**src/rtl/phase_shift_pkg.sv**
```systemverilog
// phase_shift_pkg
//   Shared definitions for the DCM phase-shift controller: state encoding
//   and default widths of the fine-step field and the full phase word.
//   Optional feature macro used by the controller: PS_WATCHDOG_EN.
package phase_shift_pkg;

  localparam int FINE_W_DEF  = 6;
  localparam int PHASE_W_DEF = FINE_W_DEF + 2;

  typedef enum logic [2:0] {
    ST_IDLE = 3'd0,
    ST_QUAD = 3'd1,
    ST_STEP = 3'd2,
    ST_WAIT = 3'd3,
    ST_DONE = 3'd4
  } ps_state_e;

endpackage

```
**src/rtl/phase_shift_watchdog.sv**
```systemverilog
// phase_shift_watchdog
//   Counts clocks spent waiting for psdone and flags expiry on the
//   TIMEOUT-th consecutive waiting clock.
// Ports:
//   clock_i    system clock, rising edge
//   reset_n_i  asynchronous active-low reset
//   clear_i    1 = not waiting; counter held at zero
//   expire_o   high during the TIMEOUT-th waiting clock
module phase_shift_watchdog #(
  parameter int TIMEOUT = 1023
) (
  input  logic clock_i,
  input  logic reset_n_i,
  input  logic clear_i,
  output logic expire_o
);

  localparam int CNT_W = (TIMEOUT > 1) ? $clog2(TIMEOUT) : 1;
  localparam logic [CNT_W-1:0] CNT_LAST = CNT_W'(TIMEOUT - 1);

  logic [CNT_W-1:0] cnt_q, cnt_d;

  always_comb begin
    cnt_d = cnt_q;
    if (clear_i) begin
      cnt_d = '0;
    end else if (cnt_q != CNT_LAST) begin
      cnt_d = cnt_q + 1'b1;
    end
  end

  always_ff @(posedge clock_i or negedge reset_n_i) begin
    if (!reset_n_i) begin
      cnt_q <= '0;
    end else begin
      cnt_q <= cnt_d;
    end
  end

  assign expire_o = !clear_i && (cnt_q == CNT_LAST);

endmodule

```
**src/rtl/phase_shift_ctrl.sv**
```systemverilog
// phase_shift_ctrl
//   Steps a DCM fine phase shift and a clock quadrant mux to a requested
//   phase word {quadrant[1:0], fine[FINE_W-1:0]}.
//   Macro PS_WATCHDOG_EN: when defined, a psdone timeout aborts the move
//   and raises the sticky error flag; when undefined, error is always 0.
// Ports:
//   clock          40 MHz system clock, rising edge
//   reset_n        asynchronous active-low reset
//   fire           start request, sampled only while idle
//   phase_target   requested phase word
//   psdone         DCM phase-shift-done strobe
//   psen           DCM phase-shift enable, one clock per fine step
//   psincdec       step direction, 1 = increment
//   hcycle/qcycle  quadrant selects to the clock mux
//   phase_current  {hcycle, qcycle, fine count} actually applied
//   busy           high whenever not idle
//   done           one-clock completion pulse
//   error          sticky psdone-timeout flag
//
// state   | meaning
// IDLE    | waiting for fire
// QUAD    | load quadrant selects from latched target
// STEP    | compare fine count, issue psen or finish
// WAIT    | wait for psdone from the DCM
// DONE    | finish; done pulses on the following clock
module phase_shift_ctrl
  import phase_shift_pkg::*;
#(
  parameter int PS_TIMEOUT = 1023,
  parameter int FINE_W     = FINE_W_DEF
) (
  input  logic              clock,
  input  logic              reset_n,
  input  logic              fire,
  input  logic [FINE_W+1:0] phase_target,
  input  logic              psdone,
  output logic              psen,
  output logic              psincdec,
  output logic              hcycle,
  output logic              qcycle,
  output logic [FINE_W+1:0] phase_current,
  output logic              busy,
  output logic              done,
  output logic              error
);

  localparam int PHASE_W = FINE_W + 2;
  localparam logic [FINE_W-1:0] FINE_MAX = '1;

  ps_state_e          state_q, state_d;
  logic [PHASE_W-1:0] target_q, target_d;
  logic [FINE_W-1:0]  fine_q, fine_d;
  logic               hcycle_q, hcycle_d;
  logic               qcycle_q, qcycle_d;
  logic               psen_q, psen_d;
  logic               psincdec_q, psincdec_d;
  logic               done_q, done_d;
  logic               error_q, error_d;
  logic               wd_expire;
  logic [FINE_W-1:0]  target_fine;

  assign target_fine = target_q[FINE_W-1:0];

`ifdef PS_WATCHDOG_EN
  phase_shift_watchdog #(
    .TIMEOUT (PS_TIMEOUT)
  ) u_watchdog (
    .clock_i   (clock),
    .reset_n_i (reset_n),
    .clear_i   (state_q != ST_WAIT),
    .expire_o  (wd_expire)
  );
`else
  logic unused_timeout;
  assign unused_timeout = (PS_TIMEOUT == 0);
  assign wd_expire      = 1'b0;
`endif

  always_comb begin
    state_d    = state_q;
    target_d   = target_q;
    fine_d     = fine_q;
    hcycle_d   = hcycle_q;
    qcycle_d   = qcycle_q;
    psen_d     = 1'b0;
    psincdec_d = psincdec_q;
    done_d     = 1'b0;
    error_d    = error_q;

    case (state_q)
      ST_IDLE: begin
        if (fire) begin
          target_d = phase_target;
          error_d  = 1'b0;
          state_d  = ST_QUAD;
        end
      end
      ST_QUAD: begin
        // Both selects load on the same edge so the mux never sees an
        // intermediate quadrant.
        hcycle_d = target_q[PHASE_W-1];
        qcycle_d = target_q[PHASE_W-2];
        state_d  = ST_STEP;
      end
      ST_STEP: begin
        if (fine_q == target_fine) begin
          state_d = ST_DONE;
        end else begin
          psen_d     = 1'b1;
          psincdec_d = (target_fine > fine_q);
          state_d    = ST_WAIT;
        end
      end
      ST_WAIT: begin
        // psen is registered, so psen_q is high on the first WAIT clock;
        // a psdone seen then arrived with the enable and is not an answer.
        if (psdone && !psen_q) begin
          if (psincdec_q && (fine_q != FINE_MAX)) begin
            fine_d = fine_q + 1'b1;
          end else if (!psincdec_q && (fine_q != '0)) begin
            fine_d = fine_q - 1'b1;
          end
          state_d = ST_STEP;
        end else if (wd_expire) begin
          error_d = 1'b1;
          state_d = ST_IDLE;
        end
      end
      ST_DONE: begin
        done_d  = 1'b1;
        state_d = ST_IDLE;
      end
      default: begin
        state_d = ST_IDLE;
      end
    endcase
  end

  always_ff @(posedge clock or negedge reset_n) begin
    if (!reset_n) begin
      state_q    <= ST_IDLE;
      target_q   <= '0;
      fine_q     <= '0;
      hcycle_q   <= 1'b0;
      qcycle_q   <= 1'b0;
      psen_q     <= 1'b0;
      psincdec_q <= 1'b0;
      done_q     <= 1'b0;
      error_q    <= 1'b0;
    end else begin
      state_q    <= state_d;
      target_q   <= target_d;
      fine_q     <= fine_d;
      hcycle_q   <= hcycle_d;
      qcycle_q   <= qcycle_d;
      psen_q     <= psen_d;
      psincdec_q <= psincdec_d;
      done_q     <= done_d;
      error_q    <= error_d;
    end
  end

  assign psen          = psen_q;
  assign psincdec      = psincdec_q;
  assign hcycle        = hcycle_q;
  assign qcycle        = qcycle_q;
  assign phase_current = {hcycle_q, qcycle_q, fine_q};
  assign busy          = (state_q != ST_IDLE);
  assign done          = done_q;
  assign error         = error_q;

endmodule
```
**config.mk**
```make
export PLATFORM = sky130hd
export DESIGN_NAME = phase_shift_ctrl
export DESIGN_NICKNAME = d
export VERILOG_FILES = /design/src/rtl/phase_shift_pkg.sv /design/src/rtl/phase_shift_watchdog.sv /design/src/rtl/phase_shift_ctrl.sv
export SDC_FILE = /design/constraint.sdc
export NUM_CORES = 1
export LEC_CHECK = 0
export CORE_MARGIN = 2
export CORE_UTILIZATION = 48
export CTS_BUF_LIST = sky130_fd_sc_hd__clkbuf_8
export CTS_CLUSTER_DIAMETER = 40
export DETAILED_ROUTE_END_ITERATION = 10
export HOLD_SLACK_MARGIN = 0.06
export MAX_ROUTING_LAYER = met4
export PLACE_DENSITY = 0.78
export SKIP_CTS_REPAIR_TIMING = 1
export SLEW_MARGIN = 30
export SYNTH_ARGS = -nofsm -noshare
export SYNTH_HDL_FRONTEND = slang
export SYNTH_HIERARCHICAL = 1
export SYNTH_SLANG_ARGS = --single-unit
```
**constraint.sdc**
```tcl
create_clock -name clock -period 2.05 [get_ports clock]
set_input_delay 0.41 -clock clock [delete_from_list [all_inputs] [get_ports clock]]
set_output_delay 0.41 -clock clock [all_outputs]
set_load 0.01 [all_outputs]
```
Yosys cells after proc, flatten, opt, wreduce, memory -nomap -nowiden

Index checks and enable logic that the tools add are counted.

$add $sub $neg: 2
$mul: 0
Div/mod/pow operators: 0
$lt $le $gt $ge: 1
Equality and inequality tests: 8
Shift-type cells: 0
Mux-type cells: 9
Bitwise gates (word level): 1
Reduce and logical (&&, ||, !) cells: 13

Operators by type and width:

| operator              | count |
|---|---|
| $mux W6               | 2 |
| $pmux W3 S4           | 1 |
| $mux W3               | 3 |
| $add A6 B1 Y6 const B | 1 |
| $eq A3 B2 Y1 const B  | 2 |
| $eq A6 B6 Y1          | 1 |
| $gt A6 B6 Y1          | 1 |
| $ne A6 B6 Y1 const B  | 1 |
| $reduce_and A2 Y1     | 3 |
| $reduce_bool A6 Y1    | 1 |
| $sub A6 B1 Y6 const B | 1 |
| $ne A2 B2 Y1 const B  | 2 |
| $eq A3 B1 Y1 const B  | 1 |
| $eq A3 B3 Y1 const B  | 1 |
| $logic_and A1 B1 Y1   | 3 |
| $logic_not A3 Y1      | 1 |
| $mux W1               | 3 |
| $reduce_and A3 Y1     | 1 |
| $reduce_bool A3 Y1    | 1 |
| $logic_not A1 Y1      | 2 |
| $reduce_bool A2 Y1    | 1 |
| $not A1 Y1            | 1 |

Bits in registers: 22
Latch bits: 0
Bits in writable memories: 0
Memory bits (read-only): 0
Bits of input ports: 12
Memories: 0

Depth between registers and ports, before layout

Gate-level depths: netlist of the first run.

Depth in word-level cells: 4
Gate-level depth with buffers: 10
Mapped depth without buffers: 9

Worst setup path before layout of the first run

OpenSTA, ideal clock, no wires.

Path type: register -> register
From: register fine_q[2]
To: register fine_q[5]
Setup time: 0.079 ns
Arrival: 2.099 ns
Slack: -0.129 ns
Stages on the path, launching flop included: 10
Path buffers: 1
Period minus slack after synthesis: 2.179 ns
Cell sequence: dfrtp_1 buf_2 and3_2 nand2_1 nand2_1 ha_1 a21o_1 a211o_2 a41oi_1 a2bb2oi_1

Longest elaborated chain between the ends: 4
Elaborated cells between the ends (all ways): 10
Classes of those cells: add/sub: 2; eq/ne: 1; mux: 2; reduce/logical: 5

Ends and longest elaborated chain:

| element                                               | line                    | source |
|---|---|---|
| from (decl)                                           | phase_shift_ctrl.sv:52  | `logic [FINE_W-1:0] fine_q, fine_d;` |
| from (signal assigned)                                | phase_shift_ctrl.sv:153 | `fine_q <= fine_d;` |
| branches (longest 4 deep; another with $sub A6 B1 Y6) | -                       |  |

Parallel ways; which one is timed is not known. The select of a mux whose other input is x is not followed.
A chain may end at the register's enable or synchronous reset.

Worst setup path in the final report of the first run

From: register fine_q[2]
To: register fine_q[4]

Same word-level chain as after synthesis.

==> key figures, run 1 <==
Outcome
  • Run status: finished clean

Pwr
  • Pwr per Cell Area: 1810 mW/mm^2
  • Combinational cell fraction of total power: 62.8%
  • Max IR drop VDD: 0.00103 V
  • Sw Pwr: 1.22 mW
  • Reg power frac: approximately 24%
  • Pleak: 0.789 nW
  • Switching share of power: 38.5%
  • Clock share of power: about an eighth
  • Internal: between 1.5 and 2 mW
  • Tot Pwr: 3.18 mW

Route
  • DRC viols: 0
  • Initial DRT Pass Iterations: 4
  • DRT iter0 DRCs: 37
  • Remaining antenna violation count: 0
  • Total number of vias: ~1100
  • Total Wirelength: 2.89 mm
  • Routed len/inst: 15.6 um
  • Vias/cell: 5.73

Timing
  • Tmin final: 2.05 ns
  • Hold Fails Final Rpt: 0
  • Fmax achieved: 0.489 GHz
  • Fin crit share: between 90 and 100%
  • Max-slew violations: 0
  • Final setup viols: 0
  • Final Skew: 0.00213 ns
  • Setup TNS: 0 ns
  • RSZ-0062 raised after global routing: yes

Yosys
  • Largest family of logic cells by synthesized area: simple AND/OR/NAND/NOR gates
  • Xor/xnor share of the synthesized area: 2.61%
  • Synth Net Count: 144
  • FFs w/ async S/R, synth: 100%
  • Unique cell type count in the Yosys netlist: 46
  • Synthesized area: approximately 0.0013 mm^2
  • Synth Area in Adders: between 8 and 9%
  • Synth warn: 6
  • Mapped Avg Cell Area: 10.9 um^2
  • Synth Area in Compound Gates: 15.2%
  • Synth Register Bits: 22
  • Seq/Total Area, Yosys: 41.0%
  • Synth Instances: 123
  • Multiplexer share of the synthesized area: roughly a tenth
  • Main flop type after synthesis: dfrtp_1
  • Simple-gate share of the synthesized area: 16.3%
  • Number of synthesized flops with an enable pin: 0

Cells and area
  • Most frequent cells in the layout: 24 x clkdlybuf4s50_1, 22 x dfrtp_1, 10 x buf_4
  • Number of diodes: 0
  • Finished Cell Area: 0.00176 mm^2
  • Most common cell after layout, fill and taps aside: clkdlybuf4s50_1
  • Layout Nets: between 150 and 200
  • FF+latch area: 551 um^2
  • Area of the multi-input gates: between 700 and 800 um^2
  • Area Growth Syn to Fin: 31.0%
  • Post-Layout Cell Count: around 190
  • Final core utilization: about two thirds
  • Layout cells sized above 1: 27.1%
  • Fillers: 215

Clock network
  • Clock Tree Buf Depth: 2
  • CTS tree: yes
  • Total clock sinks: 22
  • Inserted Clock Buffers: 3
  • Clock slew at reported path FFs: roughly 0.080 ns
  • Root buf cell: clkbuf_8
  • Max H-tree Level: 1
  • Worst-Skew Late Latency: 0.27 ns

Critical path
  • Critical path class: register to register
  • Worst setup EP type: register
  • Reg2Reg Setup Slack: 0.004 ns
  • Startpoint Class: register
  • Required @ worst endpoint: 2.20 ns
  • Max FO, Critical Path: 4
  • Worst path arrival time: 2.20 ns

Placement
  • Area after DPL: 0.00167 mm^2
  • Placed cells: around 180
  • Gpl congestion: 0.925
  • Hpwl dp: 2.22 mm
  • Number of I/O port buffers: 25

Global routing
  • First-pass GRT wire length: approximately 4.8 mm
  • Largest net degree at the start of global routing: 23
  • Total track usage: approximately 20%
  • Total grt overflow: 0
  • Initial antenna violation count: 0
  • Number of global-route vias before repair: 1077

Floorplan
  • Core area: 0.00271 mm^2
  • Initial core utilization: 49.5%
  • Placement Rows: 19
  • Die Footprint: 0.00323 mm^2
  • Boundary Pins: 27
  • Die X-Extent: 56.9 um
  • Chip height: 56.9 um

Worst hold path
  • Hold/Removal Path Class: input port to async pin

Flow run
  • Max cap viols: 0
## critical path, stage by stage (launching register included)
cell	delay, ns
dfrtp_1	0.39
and3_4	0.20
nand2_2	0.07
nand2_2	0.08
xnor2_1	0.14
ha_2	0.19
or3_2	0.43
a21oi_2	0.20
or3_1	0.15
a31oi_1	0.08
## power groups by stage
stage / clock, mW / combinational [mW] / sequential, mW
global route: 0.437 / 2.17 / 0.799
CTS: 0.416 / 1.96 / 0.773
floorplan: 0 / 1.26 / 0.845
global placement: 0 / 1.85 / 0.762
detailed placement: 0 / 1.94 / 0.782
finish: 0.410 / 1.99 / 0.772
## layout make-up
| class | count | area share [%] |
|---|---|---|
| multi-input cells | 86 | 42.0 |
| flip-flops and latches | 22 | 31.3 |
| repair buffers | 35 | 18.7 |
| clock buffers | 3 | 2.35 |
| well taps | 31 | 2.21 |
| clock inverters | 1 | 1.71 |
| inverters | 8 | 1.71 |
## final timing paths
kind	cells past startpoint	from	end
worst max-delay path	9	fine_q[2]$_DFFE_PN0P_	fine_q[4]$_DFFE_PN0P_
worst min-delay path	2	reset_n	fine_q[2]$_DFFE_PN0P_
worst max register to register	9	fine_q[2]$_DFFE_PN0P_	fine_q[4]$_DFFE_PN0P_
worst min register to register	1	state_q[2]$_DFFE_PN0P_	state_q[0]$_DFFE_PN0P_
max in group asynchronous	2	reset_n	psincdec$_DFFE_PN0P_
min in group clock	1	state_q[2]$_DFFE_PN0P_	state_q[0]$_DFFE_PN0P_
## cells in the mapped netlist, drive strengths merged, types with 2 or more instances
master,count,share of area [%]
xnor2,3,2.0
a21oi,6,2.2
nor2,4,1.3
o211ai,3,1.7
nand3,4,1.5
buf,7,4.1
o21ai,3,1.1
ha,9,8.4
mux2,11,9.8
nand2b,2,0.93
and3,4,2.3
a21o,3,1.7
a31oi,2,0.93
dfrtp,22,41
or3,5,2.8
nand2,6,1.7
inv,8,2.2
## flip-flops by register name, indices dropped and copies added (netlist names)
register	flops
state_q	3
psen	1
qcycle	1
fine_q	6
done	1
hcycle	1
psincdec	1
target_q	8
## kinds of logic after synthesis
group | count (synthesis)
simple gates | 33
other cells | 1
fa+ha+maj | 9
buf+inv | 15
xor+xnor | 4
flops | 22
compound gates | 28
mux | 11
## metal layers
metal	share of wire [%]	GRT usage (%)	vias to the layer above
li1	-	-	509
met1	42	24.2	515
met2	51	32.2	33
met3	4.6	3.23	9
met4	2.5	10.6	0
met5	0	-	-
## stage by stage
step	hold WS, ns	setup WS [ns]
finish	0.481	0.00378
global route	0.502	-0.0563
CTS	0.495	-0.0222
detailed placement	0.484	0.0260
global placement	0.460	0.0698
floorplan	0.114	0.0432
Note: power is estimated with default switching activity, not from simulation.
==> run 2: changes to the inputs <==
- CELL_PAD_IN_SITES_DETAIL_PLACEMENT: unset -> 0
- CELL_PAD_IN_SITES_GLOBAL_PLACEMENT: unset -> 1
- CORE_UTILIZATION: 48 -> 37
- PLACE_DENSITY: 0.78 -> unset
- PLACE_DENSITY_LB_ADDON: unset -> 0.1
==> key figures, run 2 (same netlist as run 1, synthesis figures left out) <==
Pwr
  • Sw Pwr: 1.21 mW (-1.1%)
  • Reg power frac: 23.6% (-0.7 points)
  • Switching share of power: 37.6% (-0.89 points)
  • Combinational cell fraction of total power: 63.4% (+0.6 points)
  • Clock share of power: 12.9% (about the same)
  • Pleak: 0.822 nW (+4.1%)
  • Max IR drop VDD: 0.000631 V (-39%)
  • Pwr per Cell Area: 1770 mW/mm^2 (-2.3%)
  • Internal: 2.01 mW (+2.7%)
  • Tot Pwr: 3.22 mW (+1.3%)

Route
  • Vias/cell: 5.17 (-9.8%)
  • DRT iter0 DRCs: 33 (-11%)
  • DRC viols: 0 (unchanged)
  • Initial DRT Pass Iterations: 4 (unchanged)
  • Remaining antenna violation count: 0 (unchanged)
  • Routed len/inst: 13.8 um (-11%)
  • Total Wirelength: 2.82 mm (-2.6%)
  • Total number of vias: 1055 (-1.0%)

Timing
  • Final Skew: 0.00208 ns (-0.0000573 ns)
  • Tmin final: 1.95 ns (-0.0994 ns)
  • Max-slew violations: 0 (unchanged)
  • RSZ-0062 raised after global routing: no
  • Fmax achieved: 0.514 GHz (+5.1%)
  • Hold Fails Final Rpt: 0 (unchanged)
  • Final setup viols: 0 (unchanged)
  • Setup TNS: 0 ns (unchanged)
  • Fin crit share: 95.0% (-4.8 points)

Global routing
  • Largest net degree at the start of global routing: 23 (unchanged)
  • Initial antenna violation count: 0 (unchanged)
  • Total grt overflow: 0 (unchanged)
  • Total track usage: 14.1% (-5.9 points)
  • First-pass GRT wire length: 4.37 mm (-8.8%)
  • Number of global-route vias before repair: 931 (-14%)

Critical path
  • Reg-to-Reg Start: fine_q[3]$_DFFE_PN0P_
  • Reg2Reg Setup Slack: 0.10 ns (+0.10 ns)
  • Worst setup EP type: register
  • Worst setup path start: fine_q[3]$_DFFE_PN0P_
  • Max FO, Critical Path: 6 (+2)
  • Worst R2R End: fine_q[5]$_DFFE_PN0P_
  • Worst path arrival time: 2.14 ns (-0.06 ns)
  • Startpoint Class: register
  • Crit path to: fine_q[5]$_DFFE_PN0P_
  • Critical path class: register to register
  • Required @ worst endpoint: 2.25 ns (+0.05 ns)
  • Reg2reg path depth: 8 (-1)

Clock network
  • Total clock sinks: 22 (unchanged)
  • Root buf cell: clkbuf_8
  • CTS tree: yes
  • Clock Tree Buf Depth: 2 (unchanged)
  • Worst-Skew Late Latency: 0.27 ns (about the same)
  • Inserted Clock Buffers: 3 (unchanged)
  • Max H-tree Level: 1 (unchanged)
  • Clock slew at reported path FFs: 0.08 ns (about the same)

Outcome
  • Run status: finished clean

Floorplan
  • Die Footprint: 0.00412 mm^2 (+28%)
  • Placement Rows: 21 (+2)
  • Initial core utilization: 39.3% (-10 points)
  • Die X-Extent: 64.2 um (+13%)
  • Chip height: 64.2 um (+13%)
  • Boundary Pins: 27 (unchanged)
  • Core area: 0.00342 mm^2 (+26%)

Placement
  • Hpwl dp: 2.10 mm (-5.2%)
  • Number of I/O port buffers: 25 (unchanged)
  • Gpl congestion: 0.834 (-9.8%)

Cells and area
  • Number of diodes: 0 (unchanged)
  • Top flop regs: target_q x8, fine_q x6, state_q x3
  • Max reg flops: 8 (unchanged)
  • Area Growth Syn to Fin: 35.7%
  • Layout Nets: 180 (+1.7%)
  • Biggest register: target_q
  • Layout cells sized above 1: 29.7% (+2.7 points)
  • Most frequent cells in the layout: 24 x clkdlybuf4s50_1, 21 x dfrtp_1, 13 x buf_4
  • Most common cell after layout, fill and taps aside: clkdlybuf4s50_1

Worst hold path
  • Hold/Removal Path Class: register to register

Flow run
  • Max cap viols: 0 (unchanged)
==> run 2: area by class of cell <==
type | count | area [um^2]
clock buffer | 3 | 41.3
clock inverter | 1 | 30.0
fill | 310 | 1600
inverter | 8 | 30.0
multi-input combinational | 86 | 759
sequential | 22 | 552
tap | 46 | 57.6
timing repair buffer | 38 | 350
==> run 2: metal layers <==
metal / track usage (%) / up-vias / part of all wire, %
met5: - / - / 0
met4: 4.52 / 0 / 1.3
met3: 2.29 / 4 / 4.1
met2: 20.4 / 28 / 48
met1: 20.1 / 513 / 47
li1: - / 510 / -
==> run 2: how the worst min path moves through the flow <==
stage | from | to | slack [ns] | cells past startpoint
floorplan | reset_n | done$_DFF_PN0_ | 0.11 | 0
global placement | state_q[2]$_DFFE_PN0P_ | state_q[0]$_DFFE_PN0P_ | 0.47 | 1
detailed placement | state_q[2]$_DFFE_PN0P_ | state_q[0]$_DFFE_PN0P_ | 0.47 | 1
CTS | state_q[2]$_DFFE_PN0P_ | state_q[0]$_DFFE_PN0P_ | 0.48 | 1
global route | reset_n | target_q[1]$_DFFE_PN0P_ | 0.52 | 2
finish | state_q[2]$_DFFE_PN0P_ | state_q[0]$_DFFE_PN0P_ | 0.47 | 1
==> run 2: worst max-delay path, cell delays in order, from the launching register on <==
cell	delay, ns
dfrtp_1	0.38
and3_4	0.20
nand2_4	0.08
nand2_4	0.07
ha_4	0.24
a21o_1	0.23
a211o_2	0.27
a41oi_1	0.23
a2bb2oi_1	0.18
==> run 2: power groups by stage <==
stage	Clock [mW]	Combinational [mW]	Sequential (mW)
finish	0.416	2.04	0.759
global route	0.443	2.23	0.781
CTS	0.422	1.94	0.761
detailed placement	0	1.93	0.770
global placement	0	1.91	0.762
floorplan	0	1.26	0.845
==> run 2: per-stage QoR <==
step / hold WS (ns) / setup slack, ns / area (um^2) / cells / utilization, %
global placement: 0.465 / 0.0392 / 1690 / 196 / 49.5
detailed placement: 0.467 / 0.0459 / 1690 / 196 / 49.5
global route: 0.524 / 0.0172 / 1820 / 204 / 53.3
floorplan: 0.114 / 0.0432 / 1380 / 123 / -
finish: 0.474 / 0.103 / 1820 / 204 / 53.3
CTS: 0.482 / 0.0159 / 1760 / 200 / 51.5
